**src/rtl/fps_packet_pkg.sv**
```systemverilog
// Shared types and constants for the fast-protect packet receiver.
// Used by both default and FPS_PACKET_CHECKSUM_EN builds.
package fps_packet_pkg;

  localparam logic [3:0] HEADER_MAGIC   = 4'hA;
  localparam int         CHECKSUM_WIDTH = 16;

  typedef enum logic [2:0] {
    HEADER,
    PAYLOAD,
    CHECKSUM,
    DISCARD,
    ACCEPT
  } state_e;

  function automatic int payload_words(input int data_width);
    return data_width / 16;
  endfunction

endpackage

```
**src/rtl/fps_sat_counter.sv**
```systemverilog
// Saturating statistics counter; clear wins over a coincident increment.
module fps_sat_counter #(
  parameter int WIDTH = 16
) (
  input  logic             clk,
  input  logic             aresetn,
  input  logic             inc,
  input  logic             clr,
  output logic [WIDTH-1:0] count
);

  logic [WIDTH-1:0] count_q, count_d;

  always_comb begin
    count_d = count_q;
    if (clr) begin
      count_d = '0;
    end else if (inc && (count_q != '1)) begin
      count_d = count_q + WIDTH'(1);
    end
  end

  always_ff @(posedge clk) begin
    if (!aresetn) begin
      count_q <= '0;
    end else begin
      count_q <= count_d;
    end
  end

  assign count = count_q;

endmodule

```
**src/rtl/fps_packet_receiver.sv**
```systemverilog
// Fast-protect link receiver: frames, deserialises and counts Aurora packets.
// Define FPS_PACKET_CHECKSUM_EN to require a trailing zero-sum checksum word.
module fps_packet_receiver
  import fps_packet_pkg::*;
#(
  parameter int DATA_WIDTH     = 160,
  parameter int NODE_ID_WIDTH  = 8,
  parameter int TIMEOUT_CYCLES = 64,
  parameter int COUNTER_WIDTH  = 16
) (
  input  logic                     clk,
  input  logic                     aresetn,
  input  logic [15:0]              incomingTDATA,
  input  logic                     incomingTVALID,
  input  logic                     incomingTLAST,
  output logic [DATA_WIDTH-1:0]    rxData,
  output logic [NODE_ID_WIDTH-1:0] rxNodeId,
  output logic                     rxValid,
  output logic                     rxToggle,
  output logic [COUNTER_WIDTH-1:0] packetCount,
  output logic [COUNTER_WIDTH-1:0] headerErrors,
  output logic [COUNTER_WIDTH-1:0] lengthErrors,
  output logic [COUNTER_WIDTH-1:0] timeoutErrors,
  output logic [COUNTER_WIDTH-1:0] checksumErrors,
  input  logic                     clearCounters
);

  localparam int PAYLOAD_WORDS = payload_words(DATA_WIDTH);
  localparam int WC_W          = $clog2(PAYLOAD_WORDS + 1);
  localparam int IDLE_W        = $clog2(TIMEOUT_CYCLES + 1);

  state_e                   state_q, state_d;
  logic [WC_W-1:0]          word_cnt_q, word_cnt_d;
  logic [IDLE_W-1:0]        idle_q, idle_d;
  logic [NODE_ID_WIDTH-1:0] node_q, node_d;
  logic [DATA_WIDTH-1:0]    shift_q, shift_d;
  logic                     accept_q, accept_d;
  logic [DATA_WIDTH-1:0]    rx_data_q, rx_data_d;
  logic [NODE_ID_WIDTH-1:0] rx_node_q, rx_node_d;
  logic                     rx_valid_q, rx_valid_d;
  logic                     rx_toggle_q, rx_toggle_d;
  logic                     hdr_inc, len_inc, to_inc, cks_inc;
  logic                     last_word, timed_out;
`ifdef FPS_PACKET_CHECKSUM_EN
  logic [CHECKSUM_WIDTH-1:0] sum_q, sum_d;
`endif

  assign last_word = (word_cnt_q == WC_W'(PAYLOAD_WORDS - 1));
  assign timed_out = !incomingTVALID && (idle_q == IDLE_W'(TIMEOUT_CYCLES - 1));

  always_comb begin
    state_d    = state_q;
    word_cnt_d = word_cnt_q;
    idle_d     = incomingTVALID ? '0 : idle_q + IDLE_W'(1);
    node_d     = node_q;
    shift_d    = shift_q;
    accept_d   = 1'b0;
    hdr_inc    = 1'b0;
    len_inc    = 1'b0;
    to_inc     = 1'b0;
    cks_inc    = 1'b0;
`ifdef FPS_PACKET_CHECKSUM_EN
    sum_d      = sum_q;
`endif
    case (state_q)
      HEADER: begin
        idle_d = '0;
        if (incomingTVALID) begin
          if (incomingTDATA[15:12] != HEADER_MAGIC) begin
            hdr_inc = 1'b1;
            if (!incomingTLAST) state_d = DISCARD;
          end else if (incomingTLAST) begin
            len_inc = 1'b1;
          end else begin
            node_d     = incomingTDATA[NODE_ID_WIDTH-1:0];
            word_cnt_d = '0;
            state_d    = PAYLOAD;
`ifdef FPS_PACKET_CHECKSUM_EN
            sum_d      = incomingTDATA;
`endif
          end
        end
      end
      PAYLOAD: begin
        if (incomingTVALID) begin
          shift_d    = DATA_WIDTH'({shift_q, incomingTDATA});
          word_cnt_d = word_cnt_q + WC_W'(1);
`ifdef FPS_PACKET_CHECKSUM_EN
          sum_d      = sum_q + incomingTDATA;
          if (incomingTLAST) begin
            len_inc = 1'b1;
            state_d = HEADER;
          end else if (last_word) begin
            state_d = CHECKSUM;
          end
`else
          if (incomingTLAST && !last_word) begin
            len_inc = 1'b1;
            state_d = HEADER;
          end else if (last_word && !incomingTLAST) begin
            len_inc = 1'b1;
            state_d = DISCARD;
          end else if (last_word) begin
            state_d = ACCEPT;
          end
`endif
        end
      end
`ifdef FPS_PACKET_CHECKSUM_EN
      CHECKSUM: begin
        if (incomingTVALID) begin
          if (!incomingTLAST) begin
            len_inc = 1'b1;
            state_d = DISCARD;
          end else if ((sum_q + incomingTDATA) != '0) begin
            cks_inc = 1'b1;
            state_d = HEADER;
          end else begin
            state_d = ACCEPT;
          end
        end
      end
`endif
      DISCARD: begin
        if (incomingTVALID && incomingTLAST) state_d = HEADER;
      end
      ACCEPT: begin
        // Any beat seen here is dropped; the link guarantees an idle gap.
        idle_d   = '0;
        accept_d = 1'b1;
        state_d  = HEADER;
      end
      default: begin
        idle_d  = '0;
        state_d = HEADER;
      end
    endcase

    if ((state_q == PAYLOAD || state_q == DISCARD || state_q == CHECKSUM) && timed_out) begin
      to_inc  = 1'b1;
      idle_d  = '0;
      state_d = HEADER;
    end

    // Outputs update one cycle after ACCEPT, giving the fixed two-cycle latency.
    rx_data_d   = accept_q ? shift_q : rx_data_q;
    rx_node_d   = accept_q ? node_q : rx_node_q;
    rx_valid_d  = accept_q;
    rx_toggle_d = rx_toggle_q ^ accept_q;
  end

  always_ff @(posedge clk) begin
    if (!aresetn) begin
      state_q     <= HEADER;
      word_cnt_q  <= '0;
      idle_q      <= '0;
      node_q      <= '0;
      shift_q     <= '0;
      accept_q    <= 1'b0;
      rx_data_q   <= '0;
      rx_node_q   <= '0;
      rx_valid_q  <= 1'b0;
      rx_toggle_q <= 1'b0;
`ifdef FPS_PACKET_CHECKSUM_EN
      sum_q       <= '0;
`endif
    end else begin
      state_q     <= state_d;
      word_cnt_q  <= word_cnt_d;
      idle_q      <= idle_d;
      node_q      <= node_d;
      shift_q     <= shift_d;
      accept_q    <= accept_d;
      rx_data_q   <= rx_data_d;
      rx_node_q   <= rx_node_d;
      rx_valid_q  <= rx_valid_d;
      rx_toggle_q <= rx_toggle_d;
`ifdef FPS_PACKET_CHECKSUM_EN
      sum_q       <= sum_d;
`endif
    end
  end

  assign rxData   = rx_data_q;
  assign rxNodeId = rx_node_q;
  assign rxValid  = rx_valid_q;
  assign rxToggle = rx_toggle_q;

  fps_sat_counter #(.WIDTH(COUNTER_WIDTH)) u_packet_cnt (
    .clk(clk), .aresetn(aresetn), .inc(accept_q), .clr(clearCounters), .count(packetCount)
  );
  fps_sat_counter #(.WIDTH(COUNTER_WIDTH)) u_header_cnt (
    .clk(clk), .aresetn(aresetn), .inc(hdr_inc), .clr(clearCounters), .count(headerErrors)
  );
  fps_sat_counter #(.WIDTH(COUNTER_WIDTH)) u_length_cnt (
    .clk(clk), .aresetn(aresetn), .inc(len_inc), .clr(clearCounters), .count(lengthErrors)
  );
  fps_sat_counter #(.WIDTH(COUNTER_WIDTH)) u_timeout_cnt (
    .clk(clk), .aresetn(aresetn), .inc(to_inc), .clr(clearCounters), .count(timeoutErrors)
  );
  fps_sat_counter #(.WIDTH(COUNTER_WIDTH)) u_checksum_cnt (
    .clk(clk), .aresetn(aresetn), .inc(cks_inc), .clr(clearCounters), .count(checksumErrors)
  );

endmodule

```
**config.mk**
```make
export PLATFORM = sky130hd
export DESIGN_NAME = fps_packet_receiver
export DESIGN_NICKNAME = d
export VERILOG_FILES = /design/src/rtl/fps_packet_pkg.sv /design/src/rtl/fps_sat_counter.sv /design/src/rtl/fps_packet_receiver.sv
export SDC_FILE = /design/constraint.sdc
export NUM_CORES = 1
export LEC_CHECK = 0
export BUFFER_PORTS_ARGS = -buffer_cell sky130_fd_sc_hd__buf_4
export CELL_PAD_IN_SITES_DETAIL_PLACEMENT = 0
export CELL_PAD_IN_SITES_GLOBAL_PLACEMENT = 2
export CORE_ASPECT_RATIO = 0.9
export CORE_MARGIN = 3
export CORE_UTILIZATION = 31
export DETAILED_ROUTE_END_ITERATION = 10
export GPL_TIMING_DRIVEN = 0
export PLACE_DENSITY_LB_ADDON = 0.05
export SLEW_MARGIN = 20
export SYNTH_ARGS = -nofsm -noshare
export SYNTH_HDL_FRONTEND = slang
export SYNTH_SLANG_ARGS = --single-unit
```
**constraint.sdc**
```tcl
create_clock -name clk -period 2.3 [get_ports clk]
set_input_delay 0.115 -clock clk [delete_from_list [all_inputs] [get_ports clk]]
set_output_delay 0.115 -clock clk [all_outputs]
set_load 0.05 [all_outputs]
```
Word-level counts from Yosys, hierarchy flattened --
Index checks and enable logic that the tools add are counted. W data, S select, Z words.
Operators by class: equal/unequal tests 17, reductions and logical operators 24, bitwise logic cells 5, add/sub/neg operators 6, multiplexer cells 27
Operators with widths (count):
- $add A16 B1 Y16 const B | 4
- $ne A16 B16 Y1 const B | 4
- $mux W3 | 9
- $mux W4 | 4
- $mux W1 | 11
- $ne A2 B2 Y1 const B | 5
- $reduce_and A5 Y1 | 2
- $logic_and A1 B1 Y1 | 9
- $pmux W3 S3 | 1
- $ne A4 B4 Y1 const B | 2
- $pmux W4 S2 | 1
- $add A7 B1 Y7 const B | 1
- $eq A7 B6 Y1 const B | 1
- $eq A3 B2 Y1 const B | 2
- $reduce_or A2 Y1 | 3
- $add A4 B1 Y4 const B | 1
- $eq A4 B4 Y1 const B | 1
- $not A1 Y1 | 4
- $reduce_and A4 Y1 | 1
- $reduce_or A4 Y1 | 1
- $eq A3 B1 Y1 const B | 1
- $eq A3 B3 Y1 const B | 1
- $logic_not A1 Y1 | 3
- $logic_not A3 Y1 | 1
- other kinds (5) | 6
Word-level totals: bits in registers 417, word-level logic and storage cells 93, bits of input ports 21

Longest topological paths before layout --
Gate-level depths: netlist of the first run.
word-level depth 7, gate-level depth with buffers 12, depth with buffers taken out 10

Cells and area by module --
From an unflattened synthesis of the first run, not the netlist that was laid out.
Unflattened totals: cells, all modules 1820, area, all modules 16802.4 um^2
Modules (own cells, without submodules):
- fps_packet_receiver | times used 1, cells an instance 1365, area each 12479.5 um^2
- fps_sat_counter | times used 5, cells an instance 91, area each 864.6 um^2

Worst setup path after synthesis of the first run --
No wires, ideal clock.
path type register -> register, start reg u_timeout_cnt.count_q[0], in the netlist u_timeout_cnt.count[0], end reg u_timeout_cnt.count_q[1], in the netlist u_timeout_cnt.count[1], path buffers 2, cell stages (with the launch flop) 9, required time 2.172 ns, setup slack -0.040 ns, period minus slack after synthesis 2.340 ns, data arrival time 2.213 ns, cells stage by stage dfxtp_1 -> ha_1 -> nand3_1 -> or4_1 -> nand3_1 -> buf_2 -> buf_2 -> mux2i_1 -> nor2_1
On the way: cells in the longest elaborated chain, start to end 2, elaborated cells between the ends (all ways) 3
Ends and longest elaborated chain:
- start, declared | line fps_sat_counter.sv:12 | logic [WIDTH-1:0] count_q, count_d;
- start signal, assigned | line fps_sat_counter.sv:27 | count_q <= count_d;
- branches (longest 2 deep; another with $add A16 B1 Y16)
Parallel ways; which one is timed is not known. A chain may end at the register's enable or synchronous reset.

Worst setup path after layout of the first run --
start reg word_cnt_q[1], end reg u_length_cnt.count_q[7], in the netlist u_length_cnt.count[7]
On the way: cells in the longest elaborated chain, start to end 7, elaborated cells between the ends (all ways) 9
Ends and longest elaborated chain:
- start, declared | line fps_packet_receiver.sv:33 | logic [WC_W-1:0] word_cnt_q, word_cnt_d;
- start signal, assigned | line fps_packet_receiver.sv:169 | word_cnt_q <= word_cnt_d;
- $eq A4 B4 Y1 (*) | line fps_packet_receiver.sv:48 | assign last_word = (word_cnt_q == WC_W'(PAYLOAD_WORDS - 1));
- $logic_and A1 B1 Y1 / $logic_not A1 Y1 (equally long branches) | line fps_packet_receiver.sv:100, fps_packet_receiver.sv:97
- $mux W1 / $logic_and A1 B1 Y1 (equally long branches) | line fps_packet_receiver.sv:100, fps_packet_receiver.sv:97
- $mux W1 (*) | line fps_packet_receiver.sv:97 | if (incomingTLAST && !last_word) begin
- $mux W1 (*) | line fps_packet_receiver.sv:85 | if (incomingTVALID) begin
- $pmux W1 S2 (*) | line fps_packet_receiver.sv:65 | case (state_q)
- $logic_and A1 B1 Y1 (*) | line fps_sat_counter.sv:18 | end else if (inc && (count_q != '1)) begin
- end signal, assigned | line fps_sat_counter.sv:27
- end, declared | line fps_sat_counter.sv:12
Mark *: on every way between the ends. The rest lies on a longest branch, timed or not.

==> reports/results.ini, run 1 <==
[floorplan]
pin_count = 271
core_sq_mm = 0.05189
die-area_sq_mm = 0.05548
die_height_um = 223.8
rows = 79
chipWidth_um = 247.9
start_util = 0.3147

[yosys]
synth_seq_cells = 417
synthTopCellsByArea = dfxtp_1 (51%), mux2i_1 (10%), nand2_1 (8.4%)
ys.warnings.count = 0
synth_ff_type = dfxtp_1
avgSynthCellArea_sq_um = 9.338
synth_top_area_frac = 0.5111
synth_edf_count = 0
async_flop_share = 0
synth_area_leader_cell = dfxtp_1
syn_area_sq_mm = 0.01633
seq_area_frac_synth = 0.5111
netlist_instances = 1749
synth_cell_type_count = 42

[finish]
n_fill_cell = 5335
final_cells = 2815
antenna_cells = 0
area_delta_synth_final_pct = 29.59
regArea_sq_mm = 0.008354
multi_input_area_sq_mm = 0.007577
layout.nets = 2121
drive_above_1_share = 0.1946

[detailed_routing]
wl_per_cell_um = 17.67
antenna_left = 0
wl_mm = 49.74
viasPerCell = 4.545
vias = 12790
drc = 0
first_pass_iters = 4
drtIter0Drc = 525

[worst_setup_path]
cp.required_ns = 2.79
criticalPathCategory = register to register
cp-start-kind = register
cp_max_fo = 5
end_kind = register
arrival_ns = 2.89

[clocking]
tritoncts = yes
clock-root-buffer = clkbuf_16
clkTransAtPathRegs_ns = 0.06
cts_max_level = 2
clkSinkCount = 417
max-clock-path-buffers = 3
cts_buffers = 49
clk_latency_ns = 0.58

[pwr]
leakage_nw = 7.343
power.density_mw_per_mm2 = 746.3
ir_drop_uv = 505.6
total_power_mw = 15.80

[run]
maxCapViolations = 0

[run_status]
outcome = finished with violations
violations = setup timing

[grt]
track_usage = 0.1769
grt_pass1_wl_mm = 76.00
antenna_found_initial = 1
grt_max_degree = 13
grt_pass1_vias = 12600
grt_overflow = 0

[placed_design]
post-place-cells = 2704
hpwlAfterDp_mm = 36.96
io_buffers = 252
globalplace.congestion = 0.7489

[hold_path]
hold_class = input port to register

[sta]
hold_violations = 0
post-route-min-period_ns = 2.398
setup_slack_ns = -0.09850
rsz0062_at_grt = true
skew_ns = 0.01771
finalCritPeriodShare = 1.043
slew_viol_final = 0
max_slew.worst_pin.slew_ns = 0.8176
relSlewSlack = 0.4504
setup_violations = 10
fmax_ghz = 0.4169

worst max-delay path, cell delays in order (launching register included):
cell and delay (ns):
dfxtp_2 0.32, inv_2 0.06, ha_4 0.11, and3b_2 0.21, inv_2 0.06, ha_4 0.27
nand2_2 0.04, o31a_1 0.13, or3_4 0.42, buf_6 0.14, or4_4 0.41, a21oi_2 0.13
cells by family after synthesis:
kind of cell	share of synthesized area
XOR/XNOR	0.02145
buffers and inverters	0.03578
AND/OR/NAND/NOR	0.2219
adder cells (fa/ha/maj)	0.006129
other	0.0002296
flip-flops	0.5111
multiplexers	0.1042
AO/OA/AOI/OAI	0.09921
through the flow:
stage	area (sq um)	setup TNS [ns]	setup slack, ns	utilization	hold WS (ns)
after floorplan	16390	0	0.005048	-	0.2599
after global placement	19140	-30.08	-0.2963	0.3689	0.3874
after detailed placement	19150	-35.49	-0.3411	0.3690	0.3877
after CTS	21060	-0.3728	-0.07628	0.4059	0.1031
after global routing	21170	-1.699	-0.1845	0.4079	0.1649
final	21170	-0.4809	-0.09850	0.4079	0.1466
where the power goes:
group	internal [mW]	leakage (nW)	switching, mW
clock network	4.74	0.799	3.09
logic	0.238	3.18	0.452
registers	7.25	3.36	0.0269
per-layer routing:
| metal | vias to the layer above | part of all wire | routed length [um] | track usage |
|---|---|---|---|---|
| met3 | 57 | 0.045 | 2263 | 0.03028 |
| met5 | - | 0.00034 | 17 | 0 |
| met2 | 215 | 0.45 | 22370 | 0.2774 |
| li1 | 6530 | - | - | - |
| met1 | 5990 | 0.49 | 24240 | 0.2534 |
| met4 | 2 | 0.017 | 849 | 0.04216 |
cell usage in the layout (no fill, tap or decap), drive strengths merged, types with 4 or more instances in the layout:
cell type,instances
and3,12
xor2,11
nand4,18
inv,12
nor2b,170
nor3,16
o21ai,22
ha,8
and4,7
clkbuf,163
or4,12
nor2,63
nand2,367
xnor2,29
nand3,30
mux2i,170
clkinv,6
o31ai,6
dlygate4sd3,18
a21oi,26
buf,297
conb,16
nor3b,6
and2,4
a21boi,168
dfxtp,417
nor4,11
o211ai,4
or3,16
final cells by class:
| type | count | area share |
|---|---|---|
| well taps | 688 | 0.04067 |
| clock buffers | 76 | 0.06987 |
| multi-input cells | 1211 | 0.3580 |
| inverters | 11 | 0.001951 |
| repair buffers | 277 | 0.1003 |
| clock inverters | 10 | 0.006798 |
| plain buffers | 125 | 0.02773 |
| flip-flops and latches | 417 | 0.3947 |
cells in the mapped netlist (all sizes together), types with 3 or more instances:
library cell / instances
dfxtp: 417
nand2: 367
mux2i: 170
nor2b: 170
a21boi: 168
clkbuf: 85
nor2: 63
buf: 40
nand3: 30
xnor2: 29
a21oi: 26
o21ai: 22
nand4: 18
nor3: 16
or3: 16
and3: 12
or4: 12
inv: 11
nor4: 11
xor2: 11
ha: 8
and4: 7
nor3b: 6
o31ai: 6
and2: 4
o211ai: 4
a31oi: 3
nand4b: 3
registers in the layout (all words and copies together), names as in the netlist:
| name | flops |
|---|---|
| rxNodeId | 8 |
| state_q | 3 |
| node_q | 8 |
| idle_q | 7 |
| rxToggle | 1 |
| rxData | 160 |
| shift_q | 160 |
| accept_q | 1 |
| rxValid | 1 |
| u_length_cnt.count | 16 |
| u_timeout_cnt.count | 16 |
| u_packet_cnt.count | 16 |
| u_header_cnt.count | 16 |
| word_cnt_q | 4 |
final timing paths:
check                                   from                                  end  slack (ns)  cells past startpoint
setup / recovery  word_cnt_q[1]$_SDFFE_PN0P_   u_length_cnt.count[7]$_SDFFE_PP0P_        -0.1                     11
hold / removal                 clearCounters  u_timeout_cnt.count[6]$_SDFFE_PP0P_        0.15                      4
setup reg to reg  word_cnt_q[1]$_SDFFE_PN0P_   u_length_cnt.count[7]$_SDFFE_PP0P_        -0.1                     11
hold reg to reg         idle_q[0]$_SDFF_PP0_                 idle_q[0]$_SDFF_PP0_        0.45                      1
what timing repair did:
| item | in CTS | in global routing |
|---|---|---|
| cloned | 1 | 0 |
| pin swaps | 4 | 7 |
| gates resized for setup | 25 | 50 |
| hold endpoints to repair | 27 | 0 |
| endpoints found under the setup margin | 311 | 114 |
| setup buffers | 6 | 0 |
| hold buffers | 18 | 0 |
Power figures use the tool's default switching activity.
==> inputs of run 2 (changes only) <==
Settings changed: CORE_ASPECT_RATIO 0.9 to 1.75, CTS_BUF_LIST set to sky130_fd_sc_hd__clkbuf_16, SKIP_LAST_GASP set to 1.
==> run 2 against run 1 <==
The flow still finishes with violations (setup timing). Clock power decreased by 12%. Register-to-register slack about the same. Total power decreased by 6.0%. Critical path depth unchanged. Worst hold slack improved by 0.025 ns. Critical path type unchanged. Largest cell class unchanged.
==> reports/results.ini, run 2 (synthesis results as in run 1) <==
[detailed_routing]
wl_per_cell_um = 18.19  ; +3.0%
drc = 0  ; unchanged
vias = 12760  ; -0.26%
viasPerCell = 4.564  ; +0.42%
first_pass_iters = 4  ; unchanged
antenna_left = 0  ; unchanged
wl_mm = 50.87  ; +2.3%
drtIter0Drc = 361  ; -31%

[worst_setup_path]
end_kind = register
cp-start-kind = register
cp.required_ns = 2.78  ; about the same
criticalPathCategory = register to register
arrival_ns = 2.89  ; about the same
cp_max_fo = 5  ; unchanged

[floorplan]
chipWidth_um = 179.5  ; -28%
core_sq_mm = 0.05175  ; -0.28%
pin_count = 271  ; unchanged
die_height_um = 309.6  ; +38%
start_util = 0.3156  ; +0.0008751
die-area_sq_mm = 0.05558  ; +0.19%
rows = 110  ; +39%

[clocking]
max-clock-path-buffers = 3  ; unchanged
clkSinkCount = 417  ; unchanged
cts_max_level = 2  ; unchanged
cts_buffers = 44  ; -10%
clock-root-buffer = clkbuf_16
clk_latency_ns = 0.56  ; -0.02 ns
clkTransAtPathRegs_ns = 0.06  ; about the same
tritoncts = yes

[grt]
gr-usage-met3 = 0.03472  ; +0.004440
global_route.usage.met2 = 0.3447  ; +0.06735
grt_max_degree = 20  ; +7
grt-busiest-layer = met2
grt_overflow = 0  ; unchanged
grt_pass1_vias = 13210  ; +4.8%
antenna_found_initial = 1  ; unchanged
met1_usage = 0.1907  ; -0.06261
grt_pass1_wl_mm = 78.54  ; +3.3%
track_usage = 0.1781  ; +0.001176

[finish]
layout_common_cells = dfxtp_1 (413), nand2_1 (366), buf_4 (275), mux2i_1 (170), nor2b_1 (170)
stdcell_area_sq_mm = 0.02087  ; -1.4%
utilization = 0.4034  ; -0.004499
final_cells = 2796  ; -0.67%
area_delta_synth_final_pct = 27.81
drive_above_1_share = 0.1879  ; -0.006699
layout.nets = 2116  ; -0.24%
final_common_cell = dfxtp_1

[sta]
setup_slack_ns = -0.1072  ; -0.008690 ns
finalCritPeriodShare = 1.047  ; +0.003778
setup_tns_ns = -0.2901  ; +0.1908 ns
max_slew.worst_pin.slew_ns = 0.9273  ; +0.1096 ns
post-route-min-period_ns = 2.407  ; +0.008690 ns
hold_violations = 0  ; unchanged
setup_violations = 6  ; -4
skew_ns = 0.01539  ; -0.002319 ns
relSlewSlack = 0.3818  ; -0.06854
rsz0062_at_grt = true
slew_viol_final = 0  ; unchanged
fmax_ghz = 0.4154  ; -0.36%

[placed_design]
placedInstanceArea_sq_mm = 0.01913  ; -0.10%
io_buffers = 252  ; unchanged
post-place-cells = 2688  ; -0.59%
hpwlAfterDp_mm = 39.79  ; +7.7%
globalplace.congestion = 0.7851  ; +4.8%

[pwr]
power.density_mw_per_mm2 = 711.4  ; -4.7%
ir_drop_uv = 454.9  ; -10%
leakage_nw = 7.280  ; -0.85%
seqPwrFrac = 0.490  ; +0.029
clockPowerShare = 0.464  ; -0.032
p_comb_frac = 0.047  ; +0.003
switching_power_mw = 3.483  ; -2.5%
power_switching_share = 0.2345  ; +0.008452
p_int_mw = 11.37  ; -7.0%

[run_status]
violations = setup timing
outcome = finished with violations

[hold_path]
hold_class = input port to register

[run]
maxCapViolations = 0  ; unchanged

## run 2: cell count changes in the layout (fill, tap and decap cells not counted), sizes merged
cell,before,now
clkbuf,163,134
clkinv,6,20
inv,12,25
buf,297,295
diode,0,1
## run 2: through the flow
stage          hold WS, ns  power [mW]  worst slack [ns]
4_1_cts             0.1595       15.11           -0.1086
6_report            0.1719       14.85           -0.1072
5_1_grt             0.1743       15.40           -0.1607
2_1_floorplan       0.2599       7.857          0.005048
3_5_place_dp        0.3911       8.089           -0.6118
3_3_place_gp        0.3898       8.086           -0.6014
## run 2: routing by layer
metal,vias to the layer above,share of wire
met4,0,0.034
met1,5912,0.39
met3,73,0.044
met2,270,0.53
li1,6506,-
met5,-,0
## run 2: worst paths after layout
kind | slack, ns | cells after the start | end | start
max | -0.11 | 11 | u_length_cnt.count[9]$_SDFFE_PP0P_ | word_cnt_q[1]$_SDFFE_PN0P_
min | 0.17 | 4 | u_length_cnt.count[4]$_SDFFE_PP0P_ | clearCounters
max reg2reg | -0.11 | 11 | u_length_cnt.count[9]$_SDFFE_PP0P_ | word_cnt_q[1]$_SDFFE_PN0P_
min reg2reg | 0.45 | 1 | idle_q[0]$_SDFF_PP0_ | idle_q[0]$_SDFF_PP0_
## run 2: final cells by class
cell class | instances | area [sq um]
flip-flops and latches | 417 | 8353
diodes | 1 | 2.502
fillers | 5412 | 30880
clock buffers | 45 | 1126
clock inverters | 37 | 237.7
inverters | 11 | 41.29
well taps | 672 | 840.8
multi-input cells | 1211 | 7552
repair buffers | 278 | 2136
plain buffers | 124 | 584.3
## run 2: worst max-delay path, cell delays in order, from the launching register on
cell and delay [ns]:
dfxtp_2 0.32, inv_2 0.06, ha_4 0.11, and3b_2 0.21, inv_2 0.06, ha_4 0.27
nand2_1 0.05, o31a_1 0.14, or3_4 0.41, buf_6 0.15, or4_4 0.41, a21oi_2 0.13
## run 2: power groups by stage
stage | Clock [mW] | Combinational (mW) | Sequential (mW)
2_1_floorplan | 0 | 0.424 | 7.43
6_report | 6.88 | 0.691 | 7.27
3_3_place_gp | 0 | 0.650 | 7.44
3_5_place_dp | 0 | 0.653 | 7.44
4_1_cts | 7.13 | 0.704 | 7.27
5_1_grt | 7.37 | 0.763 | 7.27
## run 2: timing repair
| item | in CTS | in global routing |
|---|---|---|
| hold buffers | 18 | 0 |
| hold endpoints to repair | 26 | 0 |
| resized for setup | 42 | 34 |
| setup endpoints to repair | 351 | 165 |
| pin swaps | 12 | 3 |
| cloned | 1 | 0 |
| buffers inserted | 5 | 2 |
==> inputs of run 3 (changes only) <==
Settings changed: ABC_AREA set to 1, CORE_UTILIZATION 31 to 29.
==> run 3 against run 2 <==
Non-clock buffer count increased by 9. Via count rose by 15%. Total power is 25% higher. Register-to-register slack better by 0.27 ns. The run now ends clean. Wire length grew 13%. Clock-buffer cell count is 2 lower.
==> reports/results.ini, run 3 <==
[detailed_routing]
drtIter0Drc = 612  ; +70%
vias = 14730  ; +15%
first_pass_iters = 7  ; +3
drc = 0  ; unchanged
antenna_left = 0  ; unchanged
viasPerCell = 4.606  ; +0.91%
wl_mm = 57.64  ; +13%
wl_per_cell_um = 18.02  ; -0.96%

[yosys]
avgSynthCellArea_sq_um = 7.635  ; -18%
synth_top_area_frac = 0.5111  ; unchanged
ys.warnings.count = 0  ; unchanged
synth_area_leader_cell = dfxtp_1
synth_common_cells = nor2_1 (426), dfxtp_1 (417), o21ai_0 (358)
syn_area_sq_mm = 0.01633  ; unchanged
synth_edf_count = 0  ; unchanged
synth_seq_cells = 417  ; unchanged
netlist_instances = 2139  ; +22%
seq_area_frac_synth = 0.5111  ; unchanged
synth_cell_type_count = 36  ; -14%
synth_ff_type = dfxtp_1
async_flop_share = 0  ; unchanged
synthTopCellsByArea = dfxtp_1 (51%), o21ai_0 (11%), nor2_1 (9.8%)
synth_most_common_cell = nor2_1

[worst_setup_path]
critical_path.top_delay_family = buffers and inverters
arrival_ns = 2.62  ; -0.27 ns
critPathBufInv = 6  ; +3
cp_cell_sequence = buf_2 -> buf_4 -> buf_2 -> buf_4 -> buf_2 -> nand2_1 -> inv_1
cp-start-kind = register
crit_slowest_cell = buf_2
criticalPathCategory = register to register
crit_start = accept_q$_SDFF_PN0_
reg2reg_from = accept_q$_SDFF_PN0_
crit_path_frequent_cell = buf_2
cp_max_fo = 10  ; +5
end_kind = register
cp.required_ns = 2.79  ; about the same
slowest_delay_ns = 0.36  ; -0.05 ns

[floorplan]
chipWidth_um = 185.4  ; +3.3%
die-area_sq_mm = 0.05931  ; +6.7%
core_sq_mm = 0.05549  ; +7.2%
start_util = 0.2943  ; -0.02125
pin_count = 271  ; unchanged
rows = 114  ; +3.6%
die_height_um = 319.9  ; +3.3%

[finish]
layout_common_cells = nor2_1 (426), dfxtp_1 (417), o21ai_0 (358), buf_4 (275), nand2_1 (263)
area_delta_synth_final_pct = 26.61
antenna_cells = 0  ; -1
utilization = 0.3727  ; -0.03070
layout.nets = 2501  ; +18%
final_common_cell = nor2_1
drive_above_1_share = 0.1718  ; -0.01615
final_cells = 3199  ; +14%

[placed_design]
io_buffers = 254  ; +0.79%
globalplace.congestion = 0.8075  ; +2.9%
post-place-cells = 3104  ; +15%
hpwlAfterDp_mm = 44.24  ; +11%

[grt]
track_usage = 0.1893  ; +0.01125
antenna_found_initial = 0  ; -1
grt_overflow = 0  ; unchanged
grt_pass1_wl_mm = 87.15  ; +11%
grt_max_degree = 15  ; -25%
grt_pass1_vias = 14720  ; +11%

[sta]
hold_ws_ns = 0.05530  ; -0.1166 ns
post-route-min-period_ns = 2.133  ; -0.2740 ns
setup_tns_ns = 0  ; +0.2901 ns
slew_viol_final = 0  ; unchanged
relSlewSlack = 0.3272  ; -0.05467
fmax_ghz = 0.4688  ; +13%
skew_ns = 0.02265  ; +0.007261 ns
setup_violations = 0  ; -6
max_slew.worst_pin.slew_ns = 1.009  ; +0.08201 ns
rsz0062_at_grt = false
finalCritPeriodShare = 0.9275  ; -0.1191
hold_violations = 0  ; unchanged

[clocking]
ctsResizeCount = 0  ; -100%
clkTransAtPathRegs_ns = 0.06  ; about the same
clk_latency_ns = 0.56  ; about the same
max-clock-path-buffers = 3  ; unchanged
tritoncts = yes
cts_max_level = 2  ; unchanged
cts_hold_buf = 19  ; +1
post_cts.repair.setup_buffers = 0  ; -5
clkSinkCount = 417  ; unchanged
cts_buffers = 43  ; -2.3%
clock-root-buffer = clkbuf_16

[pwr]
leakage_nw = 8.875  ; +22%
power.density_mw_per_mm2 = 895.3  ; +26%
ir_drop_uv = 447.5  ; -1.6%

[hold_path]
hold_class = input port to register
hp-start = aresetn

[run_status]
outcome = finished, final reports clean

[run]
maxCapViolations = 0  ; unchanged

[run 3: changes by cell type after synthesis, sizes merged, moves of 150 or more]
cell    change
nor2      +377
o21ai     +337
a21oi     +212
mux2i     -170
nor2b     -170
a21boi    -168
inv       +150
[run 3: final cells by class]
class,instances,area (sq um)
buffer,138,691.9
clock buffer,43,1076
clock inverter,33,245.2
fill,5926,34810
inverter,162,611.8
multi-input combinational,1437,6736
sequential,417,8348
tap,696,870.8
timing repair buffer,273,2097
[run 3: logic make-up (layout without fill, tap and decap cells)]
kind of cell             count (synthesis)  count (layout)  share of synthesized area
AND/OR/NAND/NOR                        786             786                     0.1991
other                                    1              16                  0.0002296
XOR/XNOR                                27              27                    0.01448
adder cells (fa/ha/maj)                  8               8                   0.006129
flip-flops                             417             417                     0.5111
buffers and inverters                  300             649                    0.07983
AO/OA/AOI/OAI                          600             600                     0.1891
[run 3: stage by stage]
stage               setup slack (ns)  power (mW)  instance area, sq um
floorplan                     0.3173       10.64                 16390
global placement             0.09724       11.88                 19170
detailed placement           0.07357       11.90                 19170
CTS                          0.04843       18.87                 20680
global route                 0.02050       19.50                 20680
finish                        0.1668       18.51                 20680
[run 3: worst min-delay path: stages]
cell    delay, ns
buf_4        0.13
inv_1        0.18
nor2_1       0.13
[run 3: path summary, 6_finish.rpt]
| path | to | slack (ns) | cells past startpoint |
|---|---|---|---|
| setup / recovery | rxValid$_SDFF_PN0_ | 0.17 | 7 |
| hold / removal | rxToggle$_SDFF_PN0_ | 0.06 | 3 |
| setup reg to reg | rxValid$_SDFF_PN0_ | 0.17 | 7 |
| hold reg to reg | rxData[152]$_SDFFE_PN0P_ | 0.45 | 2 |
[run 3: per-layer routing]
layer  share of wire  vias up  global-route usage
met4           0.029        0             0.05674
met5               0        -                   0
met1            0.39     6768              0.2066
li1                -     7572                   -
met3           0.048       72             0.03664
met2            0.53      321              0.3628
[run 3: power by group]
| group | internal [mW] | switching [mW] |
|---|---|---|
| sequential | 8.00 | 0.615 |
| clock | 3.83 | 2.97 |
| combinational | 0.895 | 2.21 |
| total | 12.7 | 5.79 |
